File: config.mk
export PLATFORM = sky130hd
export DESIGN_NAME = ir_nec_rx
export DESIGN_NICKNAME = d
export VERILOG_FILES = /design/src/rtl/ir_nec_rx.sv
export SDC_FILE = /design/constraint.sdc
export NUM_CORES = 1
export LEC_CHECK = 0
export CAP_MARGIN = 20
export CORE_AREA = 3 3 98 119
export CTS_CLUSTER_SIZE = 24
export DETAILED_ROUTE_END_ITERATION = 8
export DIE_AREA = 0 0 101 122
export PLACE_DENSITY = 0.8
export REMOVE_ABC_BUFFERS = 1
export SYNTH_ARGS = -nofsm -noshare
export SYNTH_HDL_FRONTEND = slang
export SYNTH_SLANG_ARGS = --single-unit
File: constraint.sdc
create_clock -name clk_1m -period 3.15 [get_ports clk_1m]
set_clock_uncertainty 0.1 [all_clocks]
set_input_delay 0.315 -clock clk_1m [delete_from_list [all_inputs] [get_ports clk_1m]]
set_output_delay 0.315 -clock clk_1m [all_outputs]
set_load 0.005 [all_outputs]
File: src/rtl/ir_nec_rx.sv
// rtl/ir_nec_rx.sv - NEC infrared frame receiver with windowed timing, repeat detection and error codes
module ir_nec_rx #(
    parameter int          IR_ACTIVE_LOW = 1,
    parameter int          SYNC_STAGES   = 2,
    parameter int unsigned TOL_US        = 200,
    parameter int unsigned LEAD_MARK_US  = 9000,
    parameter int unsigned LEAD_SPACE_US = 4500,
    parameter int unsigned REP_SPACE_US  = 2250,
    parameter int unsigned BIT_MARK_US   = 560,
    parameter int unsigned BIT0_SPACE_US = 560,
    parameter int unsigned BIT1_SPACE_US = 1690,
    parameter int unsigned TIMEOUT_US    = 12000,
    parameter int unsigned REPEAT_WIN_US = 110000,
    parameter int          CHECK_ADDR    = 0,
    parameter int          CHECK_CMD     = 1
) (
    input  logic        clk_1m,
    input  logic        rst_n,
    input  logic        ir,
    output logic [31:0] frame,
    output logic [15:0] addr,
    output logic [7:0]  cmd,
    output logic        valid,
    output logic        repeat_pulse,
    output logic        err,
    output logic [2:0]  err_code,
    output logic        busy
);

    typedef enum logic [2:0] {
        S_IDLE, S_LEAD_M, S_LEAD_S, S_BIT_M, S_BIT_S, S_STOP_M, S_REP_M
    } state_t;

    localparam logic       IDLE_LVL     = (IR_ACTIVE_LOW != 0) ? 1'b1 : 1'b0;
    localparam logic [2:0] E_BAD_LEAD   = 3'd1;
    localparam logic [2:0] E_BAD_SPACE  = 3'd2;
    localparam logic [2:0] E_BAD_BIT    = 3'd3;
    localparam logic [2:0] E_CHECK_FAIL = 3'd4;
    localparam logic [2:0] E_TIMEOUT    = 3'd5;
    localparam logic [2:0] E_ORPHAN_REP = 3'd6;

    state_t                 r_state;
    logic [SYNC_STAGES-1:0] r_sync;
    logic                   r_m_d;
    logic                   r_mark_start;
    logic                   r_mark_end;
    logic [15:0]            r_seg_cnt;
    logic [4:0]             r_bit_cnt;
    logic [31:0]            r_shift;
    logic [16:0]            r_rep_cnt;
    logic                   r_rep_open;

    logic w_m;
    logic w_timeout;
    logic w_checks_ok;
    logic w_bit0;
    logic w_bit1;

    function automatic logic f_in(input logic [15:0] d, input int unsigned n);
        int unsigned lo;
        lo = (n > TOL_US) ? (n - TOL_US) : 32'd0;
        return ({16'd0, d} >= lo) && ({16'd0, d} <= (n + TOL_US));
    endfunction

    assign w_m         = r_sync[SYNC_STAGES-1] ^ IDLE_LVL;
    assign w_timeout   = (r_state != S_IDLE) && ({16'd0, r_seg_cnt} > TIMEOUT_US);
    assign w_checks_ok = ((CHECK_ADDR == 0) || (r_shift[15:8] == ~r_shift[7:0])) &&
                         ((CHECK_CMD == 0)  || (r_shift[31:24] == ~r_shift[23:16]));
    assign w_bit0      = f_in(r_seg_cnt, BIT0_SPACE_US);
    assign w_bit1      = f_in(r_seg_cnt, BIT1_SPACE_US);
    assign busy        = (r_state != S_IDLE);

    always_ff @(posedge clk_1m) begin
        if (!rst_n) begin
            r_sync       <= {SYNC_STAGES{IDLE_LVL}};
            r_m_d        <= 1'b0;
            r_mark_start <= 1'b0;
            r_mark_end   <= 1'b0;
            r_seg_cnt    <= 16'd0;
        end else begin
            r_sync       <= {r_sync[SYNC_STAGES-2:0], ir};
            r_m_d        <= w_m;
            r_mark_start <= w_m & ~r_m_d;
            r_mark_end   <= ~w_m & r_m_d;
            // Loaded with 1 so the value seen at the next strobe equals the segment length
            if (r_mark_start || r_mark_end)
                r_seg_cnt <= 16'd1;
            else if (r_seg_cnt != 16'hFFFF)
                r_seg_cnt <= r_seg_cnt + 16'd1;
        end
    end

    always_ff @(posedge clk_1m) begin
        if (!rst_n) begin
            r_state      <= S_IDLE;
            r_bit_cnt    <= 5'd0;
            r_shift      <= 32'd0;
            r_rep_cnt    <= 17'd0;
            r_rep_open   <= 1'b0;
            frame        <= 32'd0;
            addr         <= 16'd0;
            cmd          <= 8'd0;
            valid        <= 1'b0;
            repeat_pulse <= 1'b0;
            err          <= 1'b0;
            err_code     <= 3'd0;
        end else begin
            valid        <= 1'b0;
            repeat_pulse <= 1'b0;
            err          <= 1'b0;
            if (r_rep_open) begin
                if (r_rep_cnt != 17'h1FFFF)
                    r_rep_cnt <= r_rep_cnt + 17'd1;
                if ({15'd0, r_rep_cnt} >= REPEAT_WIN_US)
                    r_rep_open <= 1'b0;
            end
            if (w_timeout) begin
                err      <= 1'b1;
                err_code <= E_TIMEOUT;
                r_state  <= S_IDLE;
            end else begin
                case (r_state)
                    S_IDLE: if (r_mark_start) r_state <= S_LEAD_M;
                    S_LEAD_M: if (r_mark_end) begin
                        if (f_in(r_seg_cnt, LEAD_MARK_US)) begin
                            r_state <= S_LEAD_S;
                        end else begin
                            err <= 1'b1; err_code <= E_BAD_LEAD; r_state <= S_IDLE;
                        end
                    end
                    S_LEAD_S: if (r_mark_start) begin
                        if (f_in(r_seg_cnt, LEAD_SPACE_US)) begin
                            r_bit_cnt <= 5'd0;
                            r_state   <= S_BIT_M;
                        end else if (f_in(r_seg_cnt, REP_SPACE_US)) begin
                            r_state <= S_REP_M;
                        end else begin
                            err <= 1'b1; err_code <= E_BAD_SPACE; r_state <= S_IDLE;
                        end
                    end
                    S_BIT_M: if (r_mark_end) begin
                        if (f_in(r_seg_cnt, BIT_MARK_US)) begin
                            r_state <= S_BIT_S;
                        end else begin
                            err <= 1'b1; err_code <= E_BAD_BIT; r_state <= S_IDLE;
                        end
                    end
                    S_BIT_S: if (r_mark_start) begin
                        if (w_bit0 || w_bit1) begin
                            r_shift <= {w_bit1, r_shift[31:1]};
                            if (r_bit_cnt == 5'd31) begin
                                r_state <= S_STOP_M;
                            end else begin
                                r_bit_cnt <= r_bit_cnt + 5'd1;
                                r_state   <= S_BIT_M;
                            end
                        end else begin
                            err <= 1'b1; err_code <= E_BAD_BIT; r_state <= S_IDLE;
                        end
                    end
                    S_STOP_M: if (r_mark_end) begin
                        r_state <= S_IDLE;
                        if (!f_in(r_seg_cnt, BIT_MARK_US)) begin
                            err <= 1'b1; err_code <= E_BAD_BIT;
                        end else if (!w_checks_ok) begin
                            err <= 1'b1; err_code <= E_CHECK_FAIL;
                        end else begin
                            frame      <= r_shift;
                            addr       <= r_shift[15:0];
                            cmd        <= r_shift[23:16];
                            valid      <= 1'b1;
                            r_rep_cnt  <= 17'd0;
                            r_rep_open <= 1'b1;
                        end
                    end
                    S_REP_M: if (r_mark_end) begin
                        r_state <= S_IDLE;
                        if (!f_in(r_seg_cnt, BIT_MARK_US)) begin
                            err <= 1'b1; err_code <= E_BAD_BIT;
                        end else if (r_rep_open) begin
                            repeat_pulse <= 1'b1;
                            r_rep_cnt    <= 17'd0;
                            r_rep_open   <= 1'b1;
                        end else begin
                            err <= 1'b1; err_code <= E_ORPHAN_REP;
                        end
                    end
                    default: r_state <= S_IDLE;
                endcase
            end
        end
    end

endmodule

==> impl_results.md, run 1 <==
* Status: completed
* Worst-case vdd ir drop at 0.3269 mV
* Fraction of registers with async set/reset at 0
* Max stage delay on crit path at 0.61 ns
* Placer Congestion at 0.9030
* Number of H-tree levels at 4
* Die footprint at 12320 um^2
* Logic pwr share at 0.020
* Area leader, netlist: dfxtp_1
* HPWL after DPL at 10.13 mm
* Cell with the most instances after synthesis: dfxtp_1
* Root Buffer: clkbuf_16
* EDFF count, synth at 0
* Hold Path Class: flop to flop
* Mapped Area at 5984 um^2
* Max Slew Vio Count at 0
* Placement row count at 41
* Crit path top cell by count: nand3_1
* Initial antenna violation count at 0
* Layout cells sized above 1 at 0.07969
* First-pass GRT wire length at 26.01 mm
* Die height at 122 um
* # setup viols final at 0
* Synth top area cells: dfxtp_1, a21oi_1, nand2_1
* Seq/Total Area, Yosys at 0.3914
* Leak at 2.495 nW
* Core Area at 10570 um^2
* Hold Path Depth at 1
* Fin nets at 774
* CTS Sinks at 117
* Post-Syn Area per Cell at 7.990 um^2
* Cells on worst reg2reg path at 7
* Tmin final at 2.883 ns
* Hold_buf cts at 0
* I/O pin count at 66
* Initial Util at 0.5663
* Count of different cell masters after synthesis at 73
* Hold Path Origin: r_sync[0]
* Clk Latency, worst-skew pair at 0.41 ns
* Per-cell routed wire length at 16.95 um
* Max Root-Sink Buffers at 2
* Port Buffers at 65
* Post-layout util at 0.6687
* Final wirelength at 15.38 mm
* #FFs+latches synth at 117
* Sequence of cells on the critical path: nand3_1 > or3_1 > nand3_1 > o21a_1 > buf_4 > o21ai_0 > a21oi_1
* CTS Buf Count at 17
* Share of the synthesized area in the top cell type at 0.3914
* Hold Fails Final Rpt at 0
* Grt ovf at 0
* RSZ-0062 raised after global routing: false
* Switch Pwr at 0.8101 mW
* CTS tree: built
* P&R area growth vs syn at 18.08%
* Flop2flop setup slack at 0.27 ns
* Layout fillers at 872
* Worst-path fanout max at 21
* Sum Neg Setup Slack at 0 ns
* Relative slew slack at 0.3706
* CP Data Arrival Time at 3.12 ns
* Antenna cell count at 0
* Reg power frac at 0.438
* Slowest cell on crit path: dfxtp_1
* Main synth FF type: dfxtp_1
* Max_cap viols at 0
* Total Routing Usage GR at 0.2577
* Largest net degree at the start of global routing at 40
* Synth warn at 0
* Vias per cell at 6.348
* DRT Pass-1 Iters at 5
* Pint at 2.609 mW
* FF-to-FF Start: r_seg_cnt[5]
* Least-Margin Pin Slew at 0.9439 ns
* Design area at 7067 um^2
* Crit. End Element: flop
* Clock power share at 0.542
* Via count at 5758
* Drt first-iter violations at 368
* Req. time, crit path at 3.39 ns
* PD cells at 483.9 nW/um^2
* Placed inst area at 6492 um^2
* DRC errors left at 0
* Capturing point of the worst reg2reg path: r_shift[16]
* Fin Hold WS at 0.3106 ns
* Max Freq at 346.8 MHz
* Die W at 101 um
* Syn Inst Count at 749
* Commonest cells in the netlist: dfxtp_1, nand2_1, a21oi_1
* Final cycle utilization of the critical path at 0.9153
* Post_cts resized at 0
* Final ANT Viol Nets at 0
* Setup Crit Path Kind: flop to flop
* CTS clk-pin slew, worst paths at 0.06 ns
* Vias in the first global route at 5498
* Sw Share at 0.2369
* Worst Hold Endpoint: r_sync[1]
* Post-CTS Setup Inserts at 0
* Worst setup SP type: flop
==> cell type report <==
class,instances,area (um^2),area share
multi-input cells,533,3166,0.4479
flip-flops and latches,117,2342,0.3314
repair buffers,80,763.2,0.1080
clock buffers,17,425.4,0.06020
well taps,129,161.4,0.02284
clock inverters,15,148.9,0.02107
inverters,16,60.06,0.008499
==> cells in the final DEF, fill, tap and decap left out, types with 6 or more instances in the layout <==
master / count
a31oi_1: 14
nor3_1: 20
nor4_1: 6
inv_1: 15
xnor2_1: 9
clkbuf_16: 17
a21oi_1: 83
dfxtp_1: 117
o21ai_0: 40
or3_1: 6
buf_4: 15
nand4_1: 44
nor2_1: 32
a211oi_1: 7
and3_1: 14
xor2_1: 12
ha_1: 6
clkdlybuf4s50_1: 65
nand3_1: 25
a311oi_1: 9
nand2_1: 96
nor2b_1: 6
nand2b_1: 6
and2_1: 8
o31ai_1: 6
==> cell families after synthesis <==
family | count (synthesis) | synth area share
simple gates | 290 | 0.2513
compound gates | 211 | 0.2248
buf+inv | 99 | 0.08070
fa+ha+maj | 6 | 0.01254
flops | 117 | 0.3914
mux | 5 | 0.008572
xor+xnor | 21 | 0.03073
==> metal layers <==
layer  vias up  wire [um]  GRT usage
li1       2748          -          -
met1      2778       6602     0.3255
met2       203       7697     0.4287
met3        29        790    0.05613
met4         0        285    0.09726
met5         -          0          0
==> worst max-delay path, delay by kind of cell, from the launching register on <==
family / cells / cell delay [ns]
and+or+nand+nor: 3 / 0.96
DFF: 1 / 0.61
AOI/OAI and AO/OA: 3 / 0.81
buffers and inverters: 1 / 0.33
==> per-stage QoR <==
stage / total power, mW / instances / setup slack [ns]
after detailed placement: 1.596 / 875 / 0.3537
after global placement: 1.594 / 875 / 0.4498
after global routing: 3.518 / 907 / 0.05170
after floorplan: 1.567 / 666 / -0.3374
after CTS: 3.439 / 907 / 0.3128
final: 3.419 / 907 / 0.2668
==> flip-flops by register name (all words and copies together), names as in the netlist <==
register / count
valid: 1
r_rep_cnt: 17
r_state: 3
r_shift: 32
r_seg_cnt: 16
r_m_d: 1
r_sync: 2
repeat_pulse: 1
r_mark_end: 1
frame: 32
err: 1
r_rep_open: 1
err_code: 3
r_mark_start: 1
r_bit_cnt: 5
==> worst max-delay path by stage <==
stage / startpoint / to / slack (ns)
global route: r_seg_cnt[5] / r_shift[19] / 0.05
floorplan: r_state[2] / r_shift[31] / -0.34
global placement: r_seg_cnt[5] / r_bit_cnt[2] / 0.45
CTS: r_seg_cnt[7] / r_shift[12] / 0.31
detailed placement: r_seg_cnt[7] / r_shift[7] / 0.35
finish: r_seg_cnt[5] / r_shift[16] / 0.27
==> power by group through the flow <==
stage	combinational, mW	clock (mW)	sequential, mW
2_1_floorplan	0.0410	0	1.53
3_3_place_gp	0.0647	0	1.53
3_5_place_dp	0.0662	0	1.53
4_1_cts	0.0666	1.87	1.50
5_1_grt	0.0753	1.94	1.50
6_report	0.0672	1.85	1.50
(Power assumes the default switching activity.)
==> run 2, diff against run 1 <==
--- a/config.mk
+++ b/config.mk
@@ -6,12 +6,14 @@
 export NUM_CORES = 1
 export LEC_CHECK = 0
 export CAP_MARGIN = 20
-export CORE_AREA = 3 3 98 119
+export CORE_AREA = 3 3 93 112
 export CTS_CLUSTER_SIZE = 24
 export DETAILED_ROUTE_END_ITERATION = 8
-export DIE_AREA = 0 0 101 122
+export DIE_AREA = 0 0 96 115
+export DONT_BUFFER_PORTS = 1
 export PLACE_DENSITY = 0.8
 export REMOVE_ABC_BUFFERS = 1
+export SLEW_MARGIN = 20
 export SYNTH_ARGS = -nofsm -noshare
 export SYNTH_HDL_FRONTEND = slang
 export SYNTH_SLANG_ARGS = --single-unit
==> run 2 against run 1 <==
Compared with the run above: first-iteration DRC count grew 28%; maximum frequency rose by 1.5%; critical path type unchanged; wire length fell by 5.6%; largest power group unchanged; register-to-register slack gained 0.04 ns; critical path depth is 1 lower; hold slack got worse by 0.25 ns.
==> impl_results.md, run 2 (synthesized netlist as in run 1, its figures left out) <==
* Logic pwr share at 0.018
* Largest net degree at the start of global routing at 42
* Post-route setup slack at 0.3104 ns
* PD cells at 549.1 nW/um^2
* Final wirelength at 14.51 mm
* Dpl cells at 809
* Antenna cell count at 0
* Hold Path Class: input port to flop
* WP buf/inv at 0
* Clk Latency, worst-skew pair at 0.41 ns
* P&R area growth vs syn at 8.739%
* Flop2flop setup slack at 0.31 ns
* Hold Path Origin: rst_n
* Final cycle utilization of the critical path at 0.9015
* I/O pin count at 66
* Pint at 2.863 mW
* Hold Fails Final Rpt at 0
* Post-layout util at 0.6839
* Max stage delay on crit path at 0.61 ns
* Setup Crit Path Kind: flop to flop
* Max Root-Sink Buffers at 2
* Grt ovf at 0
* Root Buffer: clkbuf_16
* Initial antenna violation count at 0
* CTS clk-pin slew, worst paths at 0.05 ns
* Most frequent cells in the layout: dfxtp_1, nand2_1, a21oi_1, nand4_1, o21ai_0
* Vias in the first global route at 5096
* Max Freq at 352.2 MHz
* Fin nets at 716
* Max Slew Vio Count at 0
* Max_cap viols at 0
* Least-Margin Pin Slew at 0.7401 ns
* Sequence of cells on the critical path: nand3b_4 > or4_4 > o311ai_4 > nand3_2 > or4_1 > a21oi_1
* Worst-path fanout max at 13
* Clock power share at 0.562
* CTS tree: built
* Worst Hold Endpoint: err_code[2]
* Switch Pwr at 0.7108 mW
* Status: completed
* Slowest cell on crit path: dfxtp_1
* Number of H-tree levels at 4
* Vias per cell at 6.543
* Relative slew slack at 0.5043
* Die height at 115 um
* Per-cell routed wire length at 17.23 um
* Req. time, crit path at 3.38 ns
* # setup viols final at 0
* Layout cells sized above 1 at 0.08762
* Commonest non-fill, non-tap cell in the layout: dfxtp_1
* Worst slack at placement at 0.3617 ns
* First-pass GRT wire length at 24.59 mm
* Total Routing Usage GR at 0.2760
* Worst setup SP type: flop
* Die footprint at 11040 um^2
* Leak at 2.338 nW
* Worst-case vdd ir drop at 0.3370 mV
* Via count at 5509
* Biggest regs: frame: 32 flops, r_shift: 32 flops, r_rep_cnt: 17 flops
* Cells on worst reg2reg path at 6
* WP depth at 6
* Drt first-iter violations at 472
* Capturing point of the worst reg2reg path: r_shift[31]
* Port Buffers at 0
* CP Data Arrival Time at 3.07 ns
* Sw Share at 0.1989
* Fin cells at 842
* Final ANT Viol Nets at 0
* DRT Pass-1 Iters at 6
* HPWL after DPL at 9.430 mm
* Placer Congestion at 0.9456
* CP top delay family: simple AND/OR/NAND/NOR gates
* CTS Buf Count at 17
* Placement row count at 39
* Crit. End Element: flop
* DRC errors left at 0
* Post-CTS Setup Inserts at 0
* CTS Sinks at 117
* Die W at 96 um
* FF-to-FF Start: r_seg_cnt[9]
* Reg power frac at 0.419
* RSZ-0062 raised after global routing: false
* Tmin final at 2.840 ns
* Core Area at 9515 um^2
* Hold Path Depth at 2
* Initial Util at 0.6289
run 2: layout make-up:
class / instances / area (um^2)
inverters: 16 / 60.06
flip-flops and latches: 117 / 2342
clock buffers: 22 / 464.2
multi-input cells: 533 / 3166
clock inverters: 9 / 151.4
repair buffers: 22 / 170.2
well taps: 123 / 153.9
fillers: 789 / 3008
run 2: layer usage:
metal  track usage  vias up  routed length [um]
li1              -     2636                   -
met1        0.3492     2590                6011
met2        0.4450      246                7207
met3       0.06741       37                 954
met4        0.1176        0                 334
met5             0        -                   0
run 2: worst max path at each step:
stage                       start            end  slack (ns)
floorplan              r_state[2]    r_shift[31]       -0.34
global placement     r_seg_cnt[1]    r_shift[31]        0.45
detailed placement   r_seg_cnt[9]    r_shift[12]        0.36
CTS                 r_seg_cnt[13]    r_shift[31]        0.37
global route         r_seg_cnt[9]  r_rep_cnt[11]        0.12
finish               r_seg_cnt[9]    r_shift[31]        0.31
run 2: repair_timing:
item                                   CTS  global route
gates resized for setup                  0             0
endpoints found under the hold margin   13             0
hold buffers                             2             0
run 2: power groups by stage:
stage | Combinational, mW | Clock (mW) | Sequential (mW)
2_1_floorplan | 0.0410 | 0 | 1.53
3_3_place_gp | 0.0567 | 0 | 1.53
3_5_place_dp | 0.0572 | 0 | 1.53
4_1_cts | 0.0635 | 2.03 | 1.50
5_1_grt | 0.0720 | 2.09 | 1.50
6_report | 0.0645 | 2.01 | 1.50
run 2: stage by stage:
step / setup TNS [ns] / hold WS (ns) / power, mW / area [um^2]
6_report: 0 / 0.05663 / 3.573 / 6507
5_1_grt: 0 / 0.05699 / 3.666 / 6507
2_1_floorplan: -3.632 / 0.2842 / 1.567 / 5562
3_5_place_dp: 0 / 0.2954 / 1.587 / 5872
3_3_place_gp: 0 / 0.2924 / 1.585 / 5872
4_1_cts: 0 / 0.04253 / 3.590 / 6507
run 2: worst reg2reg max path, delay by kind of cell, from the launching register on:
kind | cells | cell delay [ns]
compound gates | 2 | 0.63
flops | 1 | 0.61
simple gates | 4 | 1.43
==> run 3, diff against run 2 <==
--- a/config.mk
+++ b/config.mk
@@ -5,12 +5,13 @@
 export SDC_FILE = /design/constraint.sdc
 export NUM_CORES = 1
 export LEC_CHECK = 0
-export CAP_MARGIN = 20
+export CAP_MARGIN = 15
 export CORE_AREA = 3 3 93 112
 export CTS_CLUSTER_SIZE = 24
 export DETAILED_ROUTE_END_ITERATION = 8
 export DIE_AREA = 0 0 96 115
 export DONT_BUFFER_PORTS = 1
+export GPL_TIMING_DRIVEN = 0
 export PLACE_DENSITY = 0.8
 export REMOVE_ABC_BUFFERS = 1
 export SLEW_MARGIN = 20
==> run 3 against run 2 <==
Compared with the run above: critical endpoint unchanged; register-to-register slack worse by 0.12 ns; sequential share of layout area is 0.14 points higher; global-route usage is 0.26 points lower; wire length is 3.3% higher; largest power group unchanged; first-iteration DRC count shrank 15%; critical path depth rose by 1; non-clock buffer count is 16 lower; clock power down 3%; sequential power about the same.
==> impl_results.md, run 3 (synthesized netlist as in run 1, its figures left out) <==
* Worst-case vdd ir drop at 0.3682 mV
* Core Area at 9515 um^2
* I/O pin count at 66
* Total Routing Usage GR at 0.2734
* Sequence of cells on the critical path: nand3_1 > or4_1 > o311ai_4 > buf_12 > nand3_4 > or4_1 > a21oi_1
* Final ANT Viol Nets at 0
* Number of H-tree levels at 4
* CTS Buf Count at 17
* Grt ovf at 0
* Sum Neg Setup Slack at 0 ns
* Fin cells at 826
* Clk Latency, worst-skew pair at 0.41 ns
* Crit path top cell by count: or4_1
* # setup viols final at 0
* Slowest cell on crit path: dfxtp_1
* Req. time, crit path at 3.39 ns
* Root Buffer: clkbuf_16
* Vias per cell at 6.708
* Max_cap viols at 0
* Vias in the first global route at 5049
* Die footprint at 11040 um^2
* CP Data Arrival Time at 3.20 ns
* Placer Congestion at 0.8761
* Met1 WL at 5.986 mm
* Final wirelength at 14.98 mm
* Via count at 5541
* Tmin final at 2.957 ns
* DRT Pass-1 Iters at 5
* Relative slew slack at 0.4861
* Cells on worst reg2reg path at 7
* CTS Sinks at 117
* Largest net degree at the start of global routing at 60
* CTS clk-pin slew, worst paths at 0.05 ns
* Die W at 96 um
* WL met2 at 7.671 mm
* Placed inst area at 5811 um^2
* Design area at 6485 um^2
* Max Root-Sink Buffers at 2
* Die height at 115 um
* Sequential cell area at 2344 um^2
* Layout fillers at 757
* Placement row count at 39
* Most frequent cells in the layout: dfxtp_1, nand2_1, a21oi_1, nand4_1, o21ai_0
* Met3 WL at 965 um
* Fin nets at 700
* Setup Crit Path Kind: flop to flop
* Drt first-iter violations at 399
* PD cells at 541.8 nW/um^2
* Initial antenna violation count at 0
* Layout cells sized above 1 at 0.07824
* Least-Margin Pin Slew at 0.7673 ns
* Dpl cells at 792
* Max Freq at 338.2 MHz
* Per-cell routed wire length at 18.14 um
* Final cycle utilization of the critical path at 0.9386
* RSZ-0062 raised after global routing: false
* Worst-path fanout max at 33
* Antenna cell count at 0
* Area of the multi-input gates at 3219 um^2
* Crit. End Element: flop
* DRC errors left at 0
* Worst slack at placement at -0.1679 ns
* Max Slew Vio Count at 0
* Commonest non-fill, non-tap cell in the layout: dfxtp_1
* First-pass GRT wire length at 24.20 mm
* Top Metal Used: met4
* Hold Fails Final Rpt at 0
* CTS tree: built
* Leak at 2.276 nW
* HPWL after DPL at 9.202 mm
* P&R area growth vs syn at 8.363%
* Hold Path Class: input port to flop
* Status: completed
* Hold Path Depth at 2
* Max stage delay on crit path at 0.63 ns
* Initial Util at 0.6289
* Post-route setup slack at 0.1934 ns
* Port Buffers at 0
* Biggest regs: frame: 32 flops, r_shift: 32 flops, r_rep_cnt: 17 flops
* Worst setup SP type: flop
## run 3: area by class of cell
type | instances | share of cell area
inverters | 16 | 0.009454
well taps | 123 | 0.02373
clock inverters | 9 | 0.01968
clock buffers | 22 | 0.07158
multi-input cells | 533 | 0.4964
repair buffers | 6 | 0.01775
flip-flops and latches | 117 | 0.3614
## run 3: where the power goes
part           internal (mW)  switching [mW]
sequential              1.49          0.0122
combinational         0.0186          0.0466
clock                   1.28           0.672
total                   2.78           0.731
## run 3: final timing paths
check | from | slack (ns) | end
max | r_seg_cnt[6] | 0.19 | r_shift[31]
min | rst_n | 0.02 | r_bit_cnt[1]
max reg2reg | r_seg_cnt[6] | 0.19 | r_shift[31]
min reg2reg | r_m_d | 0.31 | r_mark_start
## run 3: per-layer routing
metal  GRT usage  vias to the layer above
li1            -                     2604
met1      0.3328                     2674
met2      0.4629                      214
met3     0.06675                       49
met4      0.1015                        0
met5           0                        -
## run 3: timing repair
| action | CTS | global route |
|---|---|---|
| endpoints found under the setup margin | 37 | 48 |
| buffers inserted | 0 | 1 |
| hold endpoints to repair | 13 | 0 |
| resized for setup | 3 | 5 |
| hold buffers | 2 | 0 |
| pin swaps | 0 | 1 |
## run 3: worst max-delay path: cells and delay by family, from the launching register on
kind            cells  cell delay (ns)
flops               1             0.63
simple gates        4             1.52
buf+inv             1             0.17
compound gates      2             0.47
## run 3: stage by stage
step                  util  hold slack [ns]  total power, mW
floorplan                -           0.2842            1.567
global placement    0.6007           0.2937            1.582
detailed placement  0.6107           0.2969            1.588
CTS                 0.6760          0.01876            3.508
global route        0.6815          0.02722            3.589
finish              0.6815          0.01870            3.513
